<file path="src/rtl/mem_arbiter.sv">
`default_nettype none
// ============================================================================
// Module   : mem_arbiter
// Brief    : Fetch / data-stage arbiter onto one fixed-latency memory port.
// Revision : 1.0
// ============================================================================
module mem_arbiter #(
    parameter int MEM_LAT = 2
) (
    input  logic        clk,
    input  logic        rst,
    input  logic        if_req,
    input  logic [31:0] if_addr,
    output logic        if_gnt,
    output logic        if_rvalid,
    output logic [63:0] if_rdata,
    input  logic        dm_req,
    input  logic [31:0] dm_addr,
    input  logic [7:0]  dm_w_mask,
    input  logic [63:0] dm_wdata,
    output logic        dm_gnt,
    output logic        dm_done,
    output logic [63:0] dm_rdata,
    output logic        mem_cs,
    output logic [31:0] mem_addr,
    output logic [7:0]  mem_w_mask,
    output logic [63:0] mem_wdata,
    input  logic [63:0] mem_rdata
);

    typedef enum logic [0:0] {
        S_IDLE = 1'b0,
        S_WAIT = 1'b1
    } state_t;

    localparam logic [3:0] c_LAT_LOAD = 4'(MEM_LAT - 1);
    localparam logic       c_OWN_IF   = 1'b0;
    localparam logic       c_OWN_DM   = 1'b1;

    state_t     r_state;
    state_t     w_state_nxt;
    logic [3:0] r_cnt;
    logic [3:0] w_cnt_nxt;
    logic       r_owner;
    logic       w_owner_nxt;
    logic       r_write;
    logic       w_write_nxt;
    logic       r_last_win;
    logic       w_last_win_nxt;

    logic       w_complete;
    logic       w_arb_ok;
    logic       w_contend;
    logic       w_dm_wins;

    // The completion cycle doubles as an IDLE cycle so grants can go back-to-back.
    assign w_complete = (r_state == S_WAIT) && (r_cnt == 4'd0);
    assign w_arb_ok   = !rst && ((r_state == S_IDLE) || w_complete);
    assign w_contend  = if_req && dm_req;
    assign w_dm_wins  = dm_req && (!if_req || (r_last_win == c_OWN_IF));

    always_ff @(posedge clk) begin
        if (rst) begin
            r_state    <= S_IDLE;
            r_cnt      <= 4'd0;
            r_owner    <= c_OWN_IF;
            r_write    <= 1'b0;
            r_last_win <= c_OWN_IF;
        end else begin
            r_state    <= w_state_nxt;
            r_cnt      <= w_cnt_nxt;
            r_owner    <= w_owner_nxt;
            r_write    <= w_write_nxt;
            r_last_win <= w_last_win_nxt;
        end
    end

    always_comb begin
        w_state_nxt    = r_state;
        w_cnt_nxt      = r_cnt;
        w_owner_nxt    = r_owner;
        w_write_nxt    = r_write;
        w_last_win_nxt = r_last_win;
        if_gnt         = 1'b0;
        dm_gnt         = 1'b0;
        if_rvalid      = 1'b0;
        dm_done        = 1'b0;
        mem_cs         = 1'b0;
        mem_addr       = 32'd0;
        mem_w_mask     = 8'd0;
        mem_wdata      = 64'd0;

        if (!rst && w_complete) begin
            if_rvalid   = (r_owner == c_OWN_IF);
            dm_done     = (r_owner == c_OWN_DM);
            w_state_nxt = S_IDLE;
        end else if (r_state == S_WAIT) begin
            w_cnt_nxt = r_cnt - 4'd1;
        end

        if (w_arb_ok && (if_req || dm_req)) begin
            mem_cs      = 1'b1;
            w_state_nxt = S_WAIT;
            w_cnt_nxt   = c_LAT_LOAD;
            if (w_dm_wins) begin
                dm_gnt      = 1'b1;
                mem_addr    = dm_addr;
                mem_w_mask  = dm_w_mask;
                mem_wdata   = dm_wdata;
                w_owner_nxt = c_OWN_DM;
                w_write_nxt = |dm_w_mask;
            end else begin
                if_gnt      = 1'b1;
                mem_addr    = if_addr;
                w_owner_nxt = c_OWN_IF;
                w_write_nxt = 1'b0;
            end
            // Only contended grants steer the alternation.
            if (w_contend) begin
                w_last_win_nxt = w_dm_wins ? c_OWN_DM : c_OWN_IF;
            end
        end
    end

    assign if_rdata = if_rvalid ? mem_rdata : 64'd0;
    assign dm_rdata = (dm_done && !r_write) ? mem_rdata : 64'd0;

endmodule
`default_nettype wire

</file>
<file path="config.mk">
export PLATFORM = sky130hd
export DESIGN_NAME = mem_arbiter
export DESIGN_NICKNAME = d
export VERILOG_FILES = /design/src/rtl/mem_arbiter.sv
export SDC_FILE = /design/constraint.sdc
export NUM_CORES = 1
export LEC_CHECK = 0
export CORE_AREA = 2 2 172 174
export DETAILED_ROUTE_END_ITERATION = 10
export DIE_AREA = 0 0 174 176
export PLACE_DENSITY = 0.37
export SYNTH_ARGS = -nofsm -noshare
export SYNTH_HDL_FRONTEND = slang
export SYNTH_SLANG_ARGS = --single-unit
</file>
<file path="constraint.sdc">
create_clock -name clk -period 6 [get_ports clk]
set_input_delay 1.2 -clock clk [delete_from_list [all_inputs] [get_ports clk]]
set_output_delay 1.2 -clock clk [all_outputs]
set_load 0.005 [all_outputs]
</file>
==> results.cfg <==
[routing]
totalWireLength_um = 17600
drc_errors = 0
first_iter_violations = 126
dr.pass1.iters = 4
wl_met1_um = 6190
route.met2.wl_um = 9340
wl_met3_um = 1980
via_count = 3746
final_antenna_net_count = 0
wl_per_cell_um = 15.8
viasPerCell = 3.35
highest_layer = met5

[pwr]
ir_drop_mv = 0.0664
leakage_nw = 2.55
p_per_area_nw_per_um2 = 78.1

[outcome]
status = complete, no violations

[timing]
finalSetupViolCount = 0
finalHoldViolations = 0
tns_ns = 0
layout_setup_ws_ns = 0.970
slew_headroom_pct = 63.5
holdWs_ns = 0.476
clock_skew_ns = 0.000186
timing_worst_slew_pin_value_ns = 0.546
period_needed_ns = 5.03
maxSlewViolCount = 0
fin_crit_sh_pct = 83.8
rsz0062_at_grt = false
max_freq_mhz = 199

[finish]
nFillCells = 3174
multi_input_area_um2 = 1840
fin_area_um2 = 7030
layout-drive-gt1-share_pct = 1.77
regArea_um2 = 160
synthToLayoutAreaGrowth_pct = 222
fin_nets = 940

[clock_tree]
path_clk_slew_ns = 0.04
insertion_delay_ns = 0.23
cts_made_buffers = 3
cts_root_buffer = clkbuf_16
cts_tree = done
hold_buffers = 0
cts_max_level = 1
cts.sinks = 8
ctsResizeCount = 0
clock_path_buffers = 2
postCtsSetupRepairBufs = 0

[logic_synthesis]
synth-seq-cells = 8
synth_nets = 521
synth_top_family_by_area = simple AND/OR/NAND/NOR gates
yosys.area_share.simple_pct = 64.2
syn_inst = 316
synthMuxAreaShare_pct = 0.516
synth_top_cell_area_share_pct = 57.3
ys_warn_count = 0
synth_compound_area_share_pct = 18.9
synth_fa_ha_area_share_pct = 0.573
synth_xor_area_share_pct = 0
synthDistinctLibCells = 32
yosysTopAreaCell = and2_1
syn_area_um2 = 2180
ys_seq_area_share_pct = 7.34
avgSynthCellArea_um2 = 6.91
synthTopCellsByArea = and2_1 57%, a22o_1 13%, dfxtp_1 7.3%

[die]
rows = 62
die_x_um = 174
boundaryPins = 441
core_area_um2 = 28500
dieArea_um2 = 30600
initial_core_util_pct = 7.64
die_height_um = 176

[place]
pre_cts_ws_ns = 0.938
dpl.hpwl_um = 15500
numPortBuffers = 440
place_congestion = 0.772
place_area_um2 = 6950

[worst_setup_path]
end_kind = output pin
cpMostUsedCell = clkdlybuf4s50_1
start_kind = input port
crit_path_top_delay_cell = clkdlybuf4s50_1
worstPathRequired_ns = 4.80
cpLargestDelayFamily = buffers and inverters
cp.arrival_ns = 3.83
critical_path.cell_chain = clkdlybuf4s50_1 -> or4b_4 -> nor3_4 -> buf_4 -> and2_1 -> clkdlybuf4s50_1
path_buf_inv = 3
path_class = input port to output pin
critPathMaxFanout = 64
cpPeakStageDelay_ns = 0.62

[hold_path]
hold_class = flop to flop

[global_route]
grt_pass1_vias = 3857
overflow = 0
grt_usage_pct = 10.5
grt_max_degree = 108
grt_pass1_wl_um = 24600
antenna_found_initial = 4

[flow_run]
max_cap_viol_count = 0
## layer usage
layer	GRT usage, %	vias to the layer above
li1	-	1863
met1	10.4	1598
met2	21.1	270
met3	3.96	11
met4	1.23	4
met5	0	-
## where the power goes
part	switching [W]	internal, W
Combinational	0.000116	0.000255
Sequential	0.00000568	0.0000577
Clock	0.0000276	0.0000861
## cell usage after synthesis
master     number
a31o_2          1
nor4_1          2
a211oi_1        1
or3_1           2
nor4b_1         1
buf_6           4
ha_1            1
a2111oi_4       1
nor2b_1         2
nor3_1          1
or4b_1          1
nand2_1         7
o2bb2ai_1       1
clkbuf_1       19
buf_2           3
nor3_4          1
a21oi_1         5
and3_1          1
nand2b_1        1
a311oi_1        1
a31oi_1         2
a221oi_4        1
mux2_2          1
and2_1        200
or4b_4          1
buf_4           4
a22o_1         32
dfxtp_1         8
nor2_1          3
o21bai_1        1
inv_1           6
or3b_1          1
## through the flow
stage | total power, W | instances | utilization [%]
finish | 0.000548 | 1118 | 24.6
global route | 0.000583 | 1117 | 24.6
CTS | 0.000558 | 1117 | 24.6
detailed placement | 0.000443 | 1114 | 24.3
global placement | 0.000446 | 1114 | 24.3
floorplan | 0.000165 | 316 | -
## final cells by class
| class | count | share of cell area, % |
|---|---|---|
| diodes | 1 | 0.0356 |
| multi-input cells | 272 | 26.2 |
| clock buffers | 3 | 1.07 |
| well taps | 384 | 6.84 |
| inverters | 6 | 0.321 |
| repair buffers | 444 | 63.3 |
| flip-flops and latches | 8 | 2.28 |
## layout by cell type, fill, tap and decap left out, types with 2 or more instances in the layout
cell type          n
clkdlybuf4s50_1  440
and2_1           200
a22o_1            32
dfxtp_1            8
nand2_1            7
inv_1              6
a21oi_1            5
nor2_1             3
clkbuf_16          3
buf_4              3
nor2b_1            2
or3_1              2
a31oi_1            2
nor4_1             2
## state kept, by name, indices dropped and copies added (netlist names)
register	cells
r_cnt	4
r_last_win	1
r_owner	1
r_state	1
r_write	1
## cell families after synthesis
logic type,Yosys count
buffers and inverters,36
AND/OR/NAND/NOR,224
multiplexers,1
AO/OA/AOI/OAI,46
flip-flops,8
adder cells (fa/ha/maj),1
## tightest hold or removal path: stages (launching register included)
cell	delay (ns)
dfxtp_1	0.30
inv_1	0.06
o21bai_1	0.07
## worst paths after layout
check | cells past startpoint | slack, ns | start | endpoint
min reg2reg | 2 | 0.48 | r_owner | r_owner
max | 6 | 0.97 | rst | dm_rdata[35]
min | 2 | 0.48 | r_owner | r_owner
max reg2reg | 6 | 3.99 | r_cnt[0] | r_owner
Note: power is estimated with default switching activity, not from simulation.
